==> src/rtl/cla_pipe_addsub.sv <==
// rtl/cla_pipe_addsub.sv - pipelined carry-lookahead adder/subtractor, one lookahead group per stage
module cla_pipe_addsub #(
    parameter int WIDTH = 32,
    parameter int GROUP = 8
) (
    input  logic             clk,
    input  logic             reset,
    input  logic             in_valid,
    output logic             in_ready,
    input  logic [WIDTH-1:0] in_a,
    input  logic [WIDTH-1:0] in_b,
    input  logic             in_sub,
    input  logic             in_cin,
    output logic             out_valid,
    input  logic             out_ready,
    output logic [WIDTH-1:0] out_sum,
    output logic             out_c,
    output logic             out_v,
    output logic             out_z,
    output logic             out_n
);
    localparam int STAGES = WIDTH / GROUP;

    logic             advance;
    logic [WIDTH-1:0] b_cond;
    logic             c0;

    // Subtract is A + ~B + c0, so borrow-in inverts the carry seen by group 0
    assign b_cond   = in_sub ? ~in_b : in_b;
    assign c0       = in_cin ^ in_sub;
    assign advance  = !out_valid | out_ready;
    assign in_ready = advance;

    // Every carry is an independent sum of products of g/p terms and the group carry-in
    function automatic logic [GROUP:0] group_carries(
        input logic [GROUP-1:0] a,
        input logic [GROUP-1:0] b,
        input logic             cin
    );
        logic [GROUP-1:0] g;
        logic [GROUP-1:0] p;
        logic [GROUP:0]   c;
        logic             term;
        logic             pchain;
        g    = a & b;
        p    = a | b;
        c    = '0;
        c[0] = cin;
        for (int k = 0; k < GROUP; k++) begin
            term   = 1'b0;
            pchain = 1'b1;
            for (int j = k; j >= 0; j--) begin
                term   = term | (pchain & g[j]);
                pchain = pchain & p[j];
            end
            c[k+1] = term | (pchain & cin);
        end
        return c;
    endfunction

    for (genvar s = 0; s < STAGES; s++) begin : stg
        localparam int UP = WIDTH - (s + 1) * GROUP;
        localparam int LO = (s + 1) * GROUP;

        logic             src_v;
        logic             src_c;
        logic             src_z;
        logic [GROUP-1:0] ga;
        logic [GROUP-1:0] gb;
        logic [GROUP:0]   cc;
        logic [GROUP-1:0] slice;
        logic [LO-1:0]    nxt_sum;

        logic             vld_q;
        logic             cy_q;
        logic             z_q;
        logic [LO-1:0]    sum_q;

        if (s == 0) begin : head
            assign src_v   = in_valid;
            assign ga      = in_a[GROUP-1:0];
            assign gb      = b_cond[GROUP-1:0];
            assign src_c   = c0;
            assign src_z   = 1'b1;
            assign nxt_sum = slice;
        end else begin : body
            assign src_v   = stg[s-1].vld_q;
            assign ga      = stg[s-1].fwd.a_q[GROUP-1:0];
            assign gb      = stg[s-1].fwd.b_q[GROUP-1:0];
            assign src_c   = stg[s-1].cy_q;
            assign src_z   = stg[s-1].z_q;
            assign nxt_sum = {slice, stg[s-1].sum_q};
        end

        assign cc    = group_carries(ga, gb, src_c);
        assign slice = ga ^ gb ^ cc[GROUP-1:0];

        // Data registers only load real beats so outputs stay frozen across bubbles
        always_ff @(posedge clk or posedge reset) begin
            if (reset) begin
                vld_q <= 1'b0;
                cy_q  <= 1'b0;
                z_q   <= 1'b0;
                sum_q <= '0;
            end else if (advance) begin
                vld_q <= src_v;
                if (src_v) begin
                    cy_q  <= cc[GROUP];
                    z_q   <= src_z & (slice == '0);
                    sum_q <= nxt_sum;
                end
            end
        end

        // Upper operand slices not yet consumed travel alongside the beat
        if (UP > 0) begin : fwd
            logic [UP-1:0] a_src;
            logic [UP-1:0] b_src;
            logic [UP-1:0] a_q;
            logic [UP-1:0] b_q;

            if (s == 0) begin : from_in
                assign a_src = in_a[WIDTH-1:GROUP];
                assign b_src = b_cond[WIDTH-1:GROUP];
            end else begin : from_prev
                assign a_src = stg[s-1].fwd.a_q[UP+GROUP-1:GROUP];
                assign b_src = stg[s-1].fwd.b_q[UP+GROUP-1:GROUP];
            end

            always_ff @(posedge clk or posedge reset) begin
                if (reset) begin
                    a_q <= '0;
                    b_q <= '0;
                end else if (advance && src_v) begin
                    a_q <= a_src;
                    b_q <= b_src;
                end
            end
        end

        if (s == STAGES - 1) begin : tail
            logic v_q;
            always_ff @(posedge clk or posedge reset) begin
                if (reset) begin
                    v_q <= 1'b0;
                end else if (advance && src_v) begin
                    v_q <= cc[GROUP] ^ cc[GROUP-1];
                end
            end
        end
    end

    assign out_valid = stg[STAGES-1].vld_q;
    assign out_sum   = stg[STAGES-1].sum_q;
    assign out_c     = stg[STAGES-1].cy_q;
    assign out_z     = stg[STAGES-1].z_q;
    assign out_v     = stg[STAGES-1].tail.v_q;
    assign out_n     = out_sum[WIDTH-1];
endmodule
==> config.mk <==
export PLATFORM = sky130hd
export DESIGN_NAME = cla_pipe_addsub
export DESIGN_NICKNAME = d
export VERILOG_FILES = /design/src/rtl/cla_pipe_addsub.sv
export SDC_FILE = /design/constraint.sdc
export NUM_CORES = 1
export LEC_CHECK = 0
export ABC_AREA = 0
export BUFFER_PORTS_ARGS = -buffer_cell sky130_fd_sc_hd__clkbuf_2
export CORE_UTILIZATION = 57
export DETAILED_ROUTE_END_ITERATION = 16
export PLACE_DENSITY = 0.78
export SLEW_MARGIN = 20
export SYNTH_ARGS = -nofsm -noshare
export SYNTH_HDL_FRONTEND = slang
export SYNTH_SLANG_ARGS = --single-unit
==> constraint.sdc <==
create_clock -name clk -period 5.9 [get_ports clk]
set_input_delay 0 -clock clk [delete_from_list [all_inputs] [get_ports clk]]
set_output_delay 0 -clock clk [all_outputs]
set_load 0.01 [all_outputs]
==> After elaboration in Yosys (flattened, before gate mapping) <==
Cells that the tools add are included.
{ "op_classes": {"n_bitwise": 423, "reduce_logical": 13, "muxes": 1} }
{ "op_table": {"columns": ["cell", "count"], "rows": [
  ["$and 1x1->1", 259],
  ["$or 1x1->1", 145],
  ["$xor 8x8->8", 8],
  ["$and 8x8->8", 4],
  ["$logic_not 8->1", 4],
  ["$mux 32", 1],
  ["$not 32->32", 1],
  ["$or 8x8->8", 4],
  ["$reduce_and 2->1", 4],
  ["$logic_and 1x1->1", 4],
  ["$xor 1x1->1", 2],
  ["$logic_not 1->1", 1]
]} }
{ "totals": {"wordCells": 460, "inputBits": 70, "out_inout_bits": 38, "ff_bits": 189} }

==> Depth between registers and ports, before layout <==
Gate-level depths: netlist (run 1).
{ "logic_depth": {"ltp_word": 13, "ltp_mapped": 12, "mapped_depth_nobuf": 10} }

==> Worst setup path before layout (run 1) <==
OpenSTA, ideal clock, no wires.
{ "synth_timing": {"path_type": "input to register", "startpoint": "input in_sub", "endpoint": "register stg[0].sum_q[7]", "setup_time_ns": 0.127, "arrival_ns": 2.242, "path_stages": 12, "path_slack_ns": 3.530, "required_ns": 5.773, "path_cell_list": "buf_6 -> clkbuf_1 -> xor2_1 -> inv_1 -> ha_1 -> nor2_1 -> a221oi_4 -> o21ai_1 -> a31oi_1 -> o31ai_1 -> xor2_1 -> mux2_1"} }
{ "synth_between": {"elab_chain_cells": 11} }
{ "synth_rtl": {"columns": ["item", "line", "rtl"], "rows": [
  ["from (decl)", "12", "input logic in_sub,"],
  ["$mux 32", "29", "assign b_cond = in_sub ? ~in_b : in_b;"],
  ["$or 8x8->8 / $and 8x8->8 (equally long branches)", "46, 45", null],
  ["$and 1x1->1, on equally long branches", "53, 54", null],
  ["$or 1x1->1, or another cell as far along (5 in series)", "53", "term = term | (pchain & g[j]);"],
  ["$or 1x1->1 / $and 1x1->1 (equally long branches)", "53, 56", null],
  ["$or 1x1->1", "56", "c[k+1] = term | (pchain & cin);"],
  ["$xor 8x8->8 (*)", "96", "assign slice = ga ^ gb ^ cc[GROUP-1:0];"],
  ["to (signal assigned)", "110", "sum_q <= nxt_sum;"],
  ["to (decl)", "77", "logic [LO-1:0] sum_q;"]
]} }
Mark *: on every way between the ends. The rest lies on a longest branch, timed or not.
A chain may end at the register's enable or synchronous reset.

==> Final worst setup path (run 1) <==
{ "layout_timing": {"startpoint": "register stg[3].vld_q (netlist: out_valid)", "endpoint": "register stg[2].z_q"} }
{ "layout_between": {"elab_chain_cells": 3} }
{ "layout_rtl": {"columns": ["item", "line", "rtl"], "rows": [
  ["from (decl)", "74", "logic vld_q;"],
  ["from (signal assigned)", "106", "vld_q <= src_v;"],
  ["$logic_not 1->1", "31", "assign advance = !out_valid | out_ready;"],
  ["$or 1x1->1", "31", null],
  ["$reduce_and 2->1 (no source line)", null, null],
  ["to (signal assigned)", "109", "z_q <= src_z & (slice == '0);"],
  ["to (decl)", "76", "logic z_q;"]
]} }
No other way between the ends.

==> results of run 1 <==
==> state kept, by name, summed over array words and instances, names as in the netlist <==
| register | count |
|---|---|
| out_c | 1 |
| stg.fwd.b_q | 48 |
| stg.z_q | 3 |
| stg.cy_q | 3 |
| stg.sum_q | 48 |
| out_sum | 32 |
| stg.fwd.a_q | 48 |
| out_z | 1 |
| out_v | 1 |
| stg.vld_q | 3 |
| out_valid | 1 |
==> critical path: cells and delay by family, from the launching register on <==
kind                   cells  cell delay, ns
and+or+nand+nor            3            1.02
AOI/OAI and AO/OA          2            0.41
buffers and inverters      1            0.41
DFF                        1            0.38
==> power breakdown <==
part / switching [mW] / internal, mW
combinational: 1.20 / 1.18
sequential: 0.340 / 1.87
clock: 0.479 / 0.665
==> routing by layer <==
layer  vias up  routed length (µm)  track usage
li1       2971                   -            -
met3        23                 616       0.0468
met5         -                  10            0
met1      2941                7810        0.279
met4         2                 286       0.0764
met2       101                8730        0.394
==> cells in the mapped netlist, drive strengths merged (6+ instances only) <==
| cell type | instances | area share |
|---|---|---|
| a21oi | 25 | 0.014 |
| buf | 14 | 0.0068 |
| clkbuf | 16 | 0.0064 |
| dfrtp | 189 | 0.50 |
| ha | 70 | 0.093 |
| inv | 87 | 0.035 |
| mux2 | 131 | 0.16 |
| nand2 | 49 | 0.020 |
| nand2b | 9 | 0.0060 |
| nor2 | 31 | 0.012 |
| nor2b | 7 | 0.0047 |
| nor3 | 6 | 0.0032 |
| o21ai | 50 | 0.027 |
| o21bai | 7 | 0.0056 |
| xnor2 | 25 | 0.023 |
| xor2 | 37 | 0.035 |
==> cells in the final DEF (no fill, tap or decap), types with 6 or more instances in the layout <==
| cell | synthesis | layout |
|---|---|---|
| dlygate4sd3_1 | 0 | 49 |
| inv_1 | 87 | 86 |
| clkbuf_16 | 0 | 17 |
| o21ai_0 | 46 | 46 |
| nand2b_1 | 9 | 9 |
| nor3_1 | 6 | 6 |
| nand2_1 | 49 | 45 |
| clkbuf_2 | 0 | 107 |
| ha_1 | 70 | 70 |
| dfrtp_1 | 189 | 189 |
| o21bai_1 | 7 | 7 |
| nor2_1 | 31 | 31 |
| nor2b_1 | 7 | 7 |
| xnor2_1 | 25 | 25 |
| a21oi_1 | 24 | 24 |
| xor2_1 | 36 | 36 |
| mux2_2 | 129 | 129 |
==> kinds of logic (layout without fill, tap and decap cells) <==
kind of cell / Yosys count / count (layout) / share of synthesized area
XOR/XNOR: 62 / 62 / 0.0586
adder cells (fa/ha/maj): 74 / 74 / 0.102
AND/OR/NAND/NOR: 118 / 118 / 0.0568
multiplexers: 134 / 134 / 0.160
AO/OA/AOI/OAI: 108 / 108 / 0.0716
buffers and inverters: 117 / 279 / 0.0479
flip-flops: 189 / 189 / 0.503
==> area by class of cell <==
cell class | count | area (µm²) | share of cell area
Timing Repair Buffer | 160 | 1060 | 0.0942
Inverter | 87 | 334 | 0.0298
Tap cell | 216 | 270 | 0.0241
Multi-Input combinational cell | 496 | 4230 | 0.378
Sequential cell | 189 | 4730 | 0.422
Clock buffer | 21 | 440 | 0.0393
Clock inverter | 11 | 144 | 0.0128
==> through the flow <==
stage	power [mW]	util	std cells	hold slack, ns
after floorplan	3.98	-	802	0.151
after global placement	4.48	0.633	1099	0.223
after detailed placement	4.59	0.633	1099	0.218
after CTS	5.79	0.701	1180	0.0101
after global routing	6.20	0.701	1180	0.0512
final	5.73	0.701	1180	0.0254
==> worst min-delay path by stage <==
| stage | endpoint | cells past startpoint |
|---|---|---|
| 2_1_floorplan | stg[0].fwd.a_q[0] | 1 |
| 3_5_place_dp | out_sum[0] | 2 |
| 6_report | stg[0].cy_q | 4 |
| 5_1_grt | stg[0].cy_q | 5 |
| 3_3_place_gp | out_sum[0] | 2 |
| 4_1_cts | stg[0].cy_q | 4 |
==> repair_timing <==
| action | in CTS | in global routing |
|---|---|---|
| gates resized for setup | 0 | 0 |
| hold buffers | 49 | 0 |
| endpoints found under the hold margin | 168 | 0 |
==> flow_summary_export.csv, run 1 <==
group,metric,value,unit
outcome,outcome,"complete, no violations",
critical_path,worst_setup_path_end_kind,"register",
timing,min_period,2.35,ns
yosys,ys_async_sr_fraction,1.00,
global_routing,grt_pass1_wl,29100,µm
clocking,cts_max_level,4,
yosys,ys_ff_latch,189,
clocking,clk_latency,0.43,ns
global_routing,grt_pass1_vias,6151,
cells_and_area,stdcell_area,11200,µm²
critical_path,worst-r2r-cell-count,6,
critical_path,startpoint,"out_valid",
timing,rsz0062_at_grt,"no",
route,via_per_inst,5.12,
cells_and_area,fin_nets,1095,
power_and_ir_drop,power_leakage,5.42,nW
timing,setup_viol,0,
critical_path,r2r_slack,3.55,ns
floorplan,fp-row-count,46,
placed_design,portBuffers,107,
timing,fin_ws,3.55,ns
yosys,synthDistinctLibCells,48,
route,drtAntennaViolNets,0,
critical_path,crit_path_start_kind,"register",
floorplan,fp.dieArea,17000,µm²
route,vias,6038,
timing,final-hold-violation-count,0,
yosys,yosysSeqAreaShare,0.503,
critical_path,crit_required,6.23,ns
yosys,syn_area,9400,µm²
timing,fin_skew,0.00457,ns
critical_path,slowest_stage,"nand2_2",
power_and_ir_drop,powerDensity,512,nW/µm²
yosys,avgSynthCellArea,11.7,µm²
floorplan,initial_core_util,0.587,
placed_design,dpl_cell_area,10100,µm²
clocking,cts_tree,"built",
power_and_ir_drop,vdd_drop_max,0.000250,V
cells_and_area,syn_to_final_growth,19.2,%
worst_hold_path,hp-class,"input pin to register",
placed_design,pre_cts_slack,3.26,ns
timing,worst_pin_slew,1.02,ns
cells_and_area,num_antenna_cells,0,
route,drc,0,
global_routing,grt_max_degree,122,
critical_path,cp_slowest_stage_delay,0.47,ns
yosys,ys_warn_count,0,
route,drt-total-wl,17400,µm
clocking,cts.sinks,189,
timing,maxSlewHeadroom,0.317,
floorplan,die_y,130,µm
floorplan,die_w,130,µm
clocking,clk_pin_slew,0.07,ns
placed_design,routabilityCongestion,0.842,
critical_path,worstPathArrival,2.68,ns
yosys,syn_nets,946,
clocking,post_cts_buffers,0,
cells_and_area,nFillCells,1155,
global_routing,overflow,0,
timing,fin_crit_sh,0.398,
cells_and_area,drive_gt1_frac,0.289,
clocking,cts.root.buffer_cell,"clkbuf_16",
yosys,synth_ff_type,"dfrtp_1",
global_routing,grt_antenna_before_repair,1,
critical_path,crit_type,"register to register",
floorplan,io_pins,108,
run,cap_violations,0,
floorplan,core_area,16000,µm²
clocking,cts_made_buffers,17,
clocking,cts_buffer_depth,2,
critical_path,r2r_start,"out_valid",
route,wl_per_cell,14.8,µm
worst_hold_path,worstHoldStart,"in_a[7]",
route,dr.first_iter.drc_count,205,
timing,fmaxAchievable,0.426,GHz
route,first_pass_iters,4,
critical_path,r2r_end,"stg[2].z_q",
global_routing,grtUsageTotal,0.226,
timing,finalMaxSlewViolations,0,
critical_path,path_cells,"nand2b_1 > nand2_2 > buf_4 > nor3_1 > o2111ai_1 > o31ai_1",
placed_design,post-dp-hpwl,11400,µm
yosys,synth_edf_count,0,
critical_path,crit_path_end,"stg[2].z_q",
timing,tns,0,ns
critical_path,critPathMaxFanout,27,
yosys,syn_inst,802,
(Power assumes the default switching activity.)
==> run 2, diff against run 1 <==
--- a/config.mk
+++ b/config.mk
@@ -7,9 +7,9 @@
 export LEC_CHECK = 0
 export ABC_AREA = 0
 export BUFFER_PORTS_ARGS = -buffer_cell sky130_fd_sc_hd__clkbuf_2
-export CORE_UTILIZATION = 57
+export CORE_UTILIZATION = 53
 export DETAILED_ROUTE_END_ITERATION = 16
-export PLACE_DENSITY = 0.78
+export PLACE_DENSITY = 0.76
 export SLEW_MARGIN = 20
 export SYNTH_ARGS = -nofsm -noshare
 export SYNTH_HDL_FRONTEND = slang
==> constraint.sdc (replaced) <==
create_clock -name clk -period 1.9 [get_ports clk]
set_input_delay 0 -clock clk [delete_from_list [all_inputs] [get_ports clk]]
set_output_delay 0 -clock clk [all_outputs]
set_load 0.01 [all_outputs]
==> flow_summary_export.csv, run 2 (synthesis results as in run 1) <==
group,metric,value,unit
outcome,outcome,"complete, but fails checks",
outcome,violations,"setup timing",
route,dr.first_iter.drc_count,250,
cells_and_area,syn_to_final_growth,29.3,%
placed_design,portBuffers,107,
critical_path,path_cells,"inv_2 > ha_4 > inv_2 > a21oi_4 > a21oi_4 > buf_4 > buf_4 > o2111ai_1 > o41ai_1 > o2111ai_2 > o31ai_1",
power_and_ir_drop,total_power,20.1,mW
timing,maxSlewHeadroom,0.569,
timing,tns,-0.869,ns
route,wl_per_cell,15.3,µm
global_routing,grt_antenna_before_repair,0,
clocking,cts_max_level,4,
clocking,clk_pin_slew,0.07,ns
floorplan,initial_core_util,0.543,
clocking,cts.sinks,189,
global_routing,grt_pass1_vias,6352,
cells_and_area,final_cell_mix,"189 x dfrtp_1, 128 x mux2_2, 107 x clkbuf_2, 71 x inv_1, 55 x ha_1",
floorplan,io_pins,108,
route,drtAntennaViolNets,0,
timing,worst_pin_slew,0.646,ns
timing,fin_crit_sh,1.10,
floorplan,core_area,17300,µm²
placed_design,post-dp-hpwl,12400,µm
cells_and_area,num_antenna_cells,0,
critical_path,worst_setup_path_end_kind,"register",
critical_path,worstPathArrival,2.39,ns
power_and_ir_drop,vdd_drop_max,0.00122,V
cells_and_area,drive_gt1_frac,0.400,
placed_design,routabilityCongestion,0.833,
timing,setup_viol,10,
timing,min_period,2.08,ns
floorplan,fp.dieArea,18300,µm²
critical_path,crit_type,"register to register",
clocking,cts.root.buffer_cell,"clkbuf_16",
clocking,cts_buffer_depth,2,
floorplan,fp-row-count,48,
route,vias,6406,
critical_path,crit_path_start_kind,"register",
timing,fin_ws,-0.184,ns
cells_and_area,fin_nets,1152,
cells_and_area,reg.largest.list,"stg.fwd.a_q x48, stg.fwd.b_q x48, stg.sum_q x48",
route,first_pass_iters,5,
global_routing,grt_max_degree,56,
critical_path,crit_required,2.21,ns
floorplan,die_w,135,µm
cells_and_area,final_common_cell,"dfrtp_1",
worst_hold_path,hp-class,"input pin to register",
route,via_per_inst,5.14,
critical_path,cp_slowest_stage_delay,0.41,ns
timing,fin_skew,0.00882,ns
critical_path,slowest_stage,"dfrtp_1",
timing,hold_slack,0.0421,ns
route,drc,0,
power_and_ir_drop,power_leakage,5.80,nW
timing,finalMaxSlewViolations,0,
global_routing,grtUsageTotal,0.212,
clocking,cts_made_buffers,17,
timing,rsz0062_at_grt,"yes",
critical_path,critPathMaxFanout,4,
timing,final-hold-violation-count,0,
global_routing,grt_pass1_wl,30000,µm
run,cap_violations,0,
floorplan,die_y,135,µm
clocking,cts_tree,"built",
timing,fmaxAchievable,0.480,GHz
power_and_ir_drop,powerDensity,1660,nW/µm²
clocking,clk_latency,0.43,ns
global_routing,overflow,0,
route,drt-total-wl,19100,µm
-- run 2: cell types whose count changed in the layout (fill, tap and decap cells not counted), moves of 5 or more --
cell and change:
a21oi_1 -6, inv_6 +7, a21oi_4 +5, inv_2 +15, ha_2 +9, ha_1 -15
ha_4 +6, buf_4 +44, inv_1 -15, buf_12 +8, buf_6 +5
-- run 2: area by class of cell --
| class | instances | area [µm²] |
|---|---|---|
| Fill cell | 1211 | 5140 |
| Sequential cell | 189 | 4730 |
| Multi-Input combinational cell | 496 | 4640 |
| Timing Repair Buffer | 217 | 1600 |
| Clock buffer | 17 | 425 |
| Inverter | 87 | 330 |
| Tap cell | 225 | 282 |
| Clock inverter | 15 | 149 |
-- run 2: timing repair --
action | in CTS | in global routing
gates resized for setup | 37 | 54
pin swaps | 17 | 39
endpoints found under the setup margin | 14 | 16
hold endpoints to repair | 68 | 0
buffers inserted | 6 | 9
hold buffers | 49 | 0
-- run 2: critical path, delay by kind of cell (launching register included) --
kind | cells | cell delay (ns)
flops | 1 | 0.41
compound gates | 6 | 1.00
buf+inv | 4 | 0.40
fa+ha+maj | 1 | 0.15
-- run 2: final timing paths --
check | from | endpoint | slack, ns | cells after the start
setup / recovery | stg[1].fwd.a_q[2] | stg[2].z_q | -0.18 | 11
hold / removal | in_a[7] | stg[0].cy_q | 0.04 | 4
setup reg to reg | stg[1].fwd.a_q[2] | stg[2].z_q | -0.18 | 11
hold reg to reg | stg[1].sum_q[11] | stg[1].sum_q[11] | 0.48 | 2
max in group asynchronous | reset | out_sum[11] | 1.03 | 4
min in group asynchronous | reset | stg[0].fwd.a_q[22] | 0.19 | 3
-- run 2: routing by layer --
layer / vias to the layer above / part of all wire / global-route usage
met5: - / 0 / 0
met4: 0 / 0.016 / 0.0562
met3: 32 / 0.034 / 0.0453
met2: 129 / 0.52 / 0.375
met1: 3155 / 0.43 / 0.261
li1: 3090 / - / -
-- run 2: stage by stage --
stage / std cells / worst slack (ns) / instance area [µm²] / utilization
floorplan: 802 / -0.534 / 9480 / -
global placement: 1152 / -0.111 / 10600 / 0.614
detailed placement: 1152 / -0.219 / 10600 / 0.614
CTS: 1238 / -0.0825 / 11900 / 0.686
global route: 1246 / -0.246 / 12200 / 0.703
finish: 1246 / -0.184 / 12200 / 0.703
-- run 2: power breakdown --
group	internal, mW	switching (mW)
clock network	1.85	1.63
logic	5.01	4.71
registers	5.81	1.11
==> run 3, diff against run 2 <==
--- a/config.mk
+++ b/config.mk
@@ -7,9 +7,11 @@
 export LEC_CHECK = 0
 export ABC_AREA = 0
 export BUFFER_PORTS_ARGS = -buffer_cell sky130_fd_sc_hd__clkbuf_2
-export CORE_UTILIZATION = 53
+export CELL_PAD_IN_SITES_DETAIL_PLACEMENT = 1
+export CELL_PAD_IN_SITES_GLOBAL_PLACEMENT = 1
+export CORE_UTILIZATION = 43
 export DETAILED_ROUTE_END_ITERATION = 16
-export PLACE_DENSITY = 0.76
+export PLACE_DENSITY_LB_ADDON = 0.1
 export SLEW_MARGIN = 20
 export SYNTH_ARGS = -nofsm -noshare
 export SYNTH_HDL_FRONTEND = slang
==> flow_summary_export.csv, run 3 (synthesis results as in run 1) <==
group,metric,value,unit
critical_path,slowest_stage,"dfrtp_1",
critical_path,r2r_start,"stg[2].fwd.b_q[0]",
critical_path,critPathMaxFanout,4,
route,via_per_inst,4.92,
timing,finalMaxSlewViolations,0,
placed_design,routabilityCongestion,0.864,
global_routing,grt_pass1_vias,7257,
critical_path,worst-r2r-cell-count,10,
critical_path,r2r_slack,-0.22,ns
global_routing,overflow,0,
power_and_ir_drop,power_leakage,5.91,nW
global_routing,grt_pass1_wl,36700,µm
timing,final-hold-violation-count,0,
critical_path,crit_type,"register to register",
power_and_ir_drop,powerDensity,1700,nW/µm²
route,drt-total-wl,22400,µm
run,cap_violations,0,
timing,setup_viol,11,
cells_and_area,drive_gt1_frac,0.414,
route,first_pass_iters,4,
cells_and_area,stdcell_area,12400,µm²
critical_path,cp_slowest_stage_delay,0.42,ns
worst_hold_path,hold-path-cell-count,5,
timing,worst_pin_slew,0.483,ns
outcome,outcome,"complete, but fails checks",
floorplan,die_w,150,µm
power_and_ir_drop,p_int,13.4,mW
clocking,clk_pin_slew,0.07,ns
timing,fin_skew,0.0116,ns
global_routing,grt_max_degree,62,
global_routing,grtUsageTotal,0.212,
floorplan,io_pins,108,
power_and_ir_drop,p_switching,7.80,mW
critical_path,crit_path_start_kind,"register",
critical_path,worstPathArrival,2.44,ns
route,dr.first_iter.drc_count,113,
power_and_ir_drop,swShare,0.368,
timing,fin_ws,-0.215,ns
route,vias,6465,
placed_design,portBuffers,107,
power_and_ir_drop,total_power,21.2,mW
floorplan,initial_core_util,0.443,
critical_path,r2r_end,"out_z",
clocking,cts.sinks,189,
clocking,cts_made_buffers,17,
timing,rsz0062_at_grt,"yes",
floorplan,fp.dieArea,22500,µm²
route,wl_per_cell,17.1,µm
timing,hold_slack,0.0162,ns
clocking,cts.root.buffer_cell,"clkbuf_16",
route,drc,0,
placed_design,dpl.cell_count,1213,
cells_and_area,fin_cells,1314,
power_and_ir_drop,comb_power_share,0.495,
timing,min_period,2.12,ns
power_and_ir_drop,clock_power_share,0.177,
worst_hold_path,worstHoldStart,"in_a[7]",
cells_and_area,fin_nets,1171,
cells_and_area,num_antenna_cells,0,
global_routing,grt_antenna_before_repair,0,
placed_design,dpl_cell_area,10700,µm²
cells_and_area,syn_to_final_growth,32.1,%
timing,fin_crit_sh,1.11,
power_and_ir_drop,seqPwrFrac,0.328,
cells_and_area,final_common_cell,"dfrtp_1",
route,drtAntennaViolNets,0,
floorplan,fp-row-count,53,
cells_and_area,nFillCells,2200,
timing,maxSlewHeadroom,0.678,
critical_path,worst_setup_path_end_kind,"register",
floorplan,core_area,21200,µm²
clocking,cts_tree,"built",
outcome,violations,"setup timing",
timing,fmaxAchievable,0.473,GHz
cells_and_area,reg.largest.list,"stg.fwd.a_q x48, stg.fwd.b_q x48, stg.sum_q x48",
power_and_ir_drop,vdd_drop_max,0.000677,V
cells_and_area,final_cell_mix,"189 x dfrtp_1, 128 x mux2_2, 107 x clkbuf_2, 73 x inv_1, 68 x buf_4",
floorplan,die_y,150,µm
clocking,cts_max_level,4,
critical_path,path_cells,"inv_2 > ha_4 > nor2b_2 > o21ai_2 > nand3_2 > buf_4 > mux2i_1 > a22o_1 > and4_1 > a32o_1",
timing,tns,-1.12,ns
clocking,clk_latency,0.44,ns
placed_design,post-dp-hpwl,15400,µm
worst_hold_path,hp-class,"input pin to register",
critical_path,crit_required,2.22,ns
clocking,cts_buffer_depth,2,
worst_hold_path,min_to,"stg[0].cy_q",
run 3: routing by layer:
metal	track usage	wire length, µm	vias up
li1	-	-	3104
met1	0.254	9490	3253
met2	0.392	12200	91
met3	0.0351	549	17
met4	0.0525	210	0
met5	0	0	-
run 3: how the worst max path moves through the flow:
| stage | from | slack (ns) | cells past startpoint | end |
|---|---|---|---|---|
| 6_report | stg[2].fwd.b_q[0] | -0.22 | 10 | out_z |
| 5_1_grt | stg[2].fwd.b_q[0] | -0.29 | 9 | out_z |
| 4_1_cts | stg[2].fwd.b_q[2] | -0.19 | 9 | out_z |
| 3_5_place_dp | stg[1].fwd.a_q[0] | -0.29 | 9 | stg[2].sum_q[23] |
| 3_3_place_gp | stg[1].fwd.a_q[0] | -0.15 | 9 | stg[2].sum_q[23] |
| 2_1_floorplan | reset | -0.53 | 1 | out_c |
run 3: power groups by stage:
stage	combinational [mW]	clock [mW]	sequential, mW
2_1_floorplan	5.67	0	6.77
3_3_place_gp	8.15	0	6.84
3_5_place_dp	8.57	0	7.00
4_1_cts	9.87	3.83	6.96
5_1_grt	11.5	3.97	7.18
6_report	10.5	3.74	6.94
run 3: layout make-up:
class | count | area, µm² | area share
multi-input cells | 496 | 4680 | 0.377
flip-flops and latches | 189 | 4730 | 0.381
clock buffers | 19 | 453 | 0.0365
well taps | 275 | 344 | 0.0277
inverters | 87 | 330 | 0.0266
clock inverters | 12 | 158 | 0.0127
repair buffers | 236 | 1720 | 0.138
run 3: critical path: cells and delay by family, from the launching register on:
kind / cells / cell delay (ns)
compound gates: 3 / 0.67
mux: 1 / 0.11
flops: 1 / 0.42
simple gates: 3 / 0.42
buf+inv: 2 / 0.28
fa+ha+maj: 1 / 0.12
run 3: through the flow:
| step | worst slack, ns | util |
|---|---|---|
| after floorplan | -0.534 | - |
| after global placement | -0.153 | 0.506 |
| after detailed placement | -0.287 | 0.506 |
| after CTS | -0.186 | 0.577 |
| after global routing | -0.292 | 0.585 |
| final | -0.215 | 0.585 |
run 3: timing repair:
item | CTS | global route
gates resized for setup | 73 | 30
endpoints found under the setup margin | 15 | 17
pin swaps | 36 | 29
hold buffers | 49 | 0
buffers inserted | 14 | 9
gates cloned | 0 | 0
hold endpoints to repair | 137 | 0
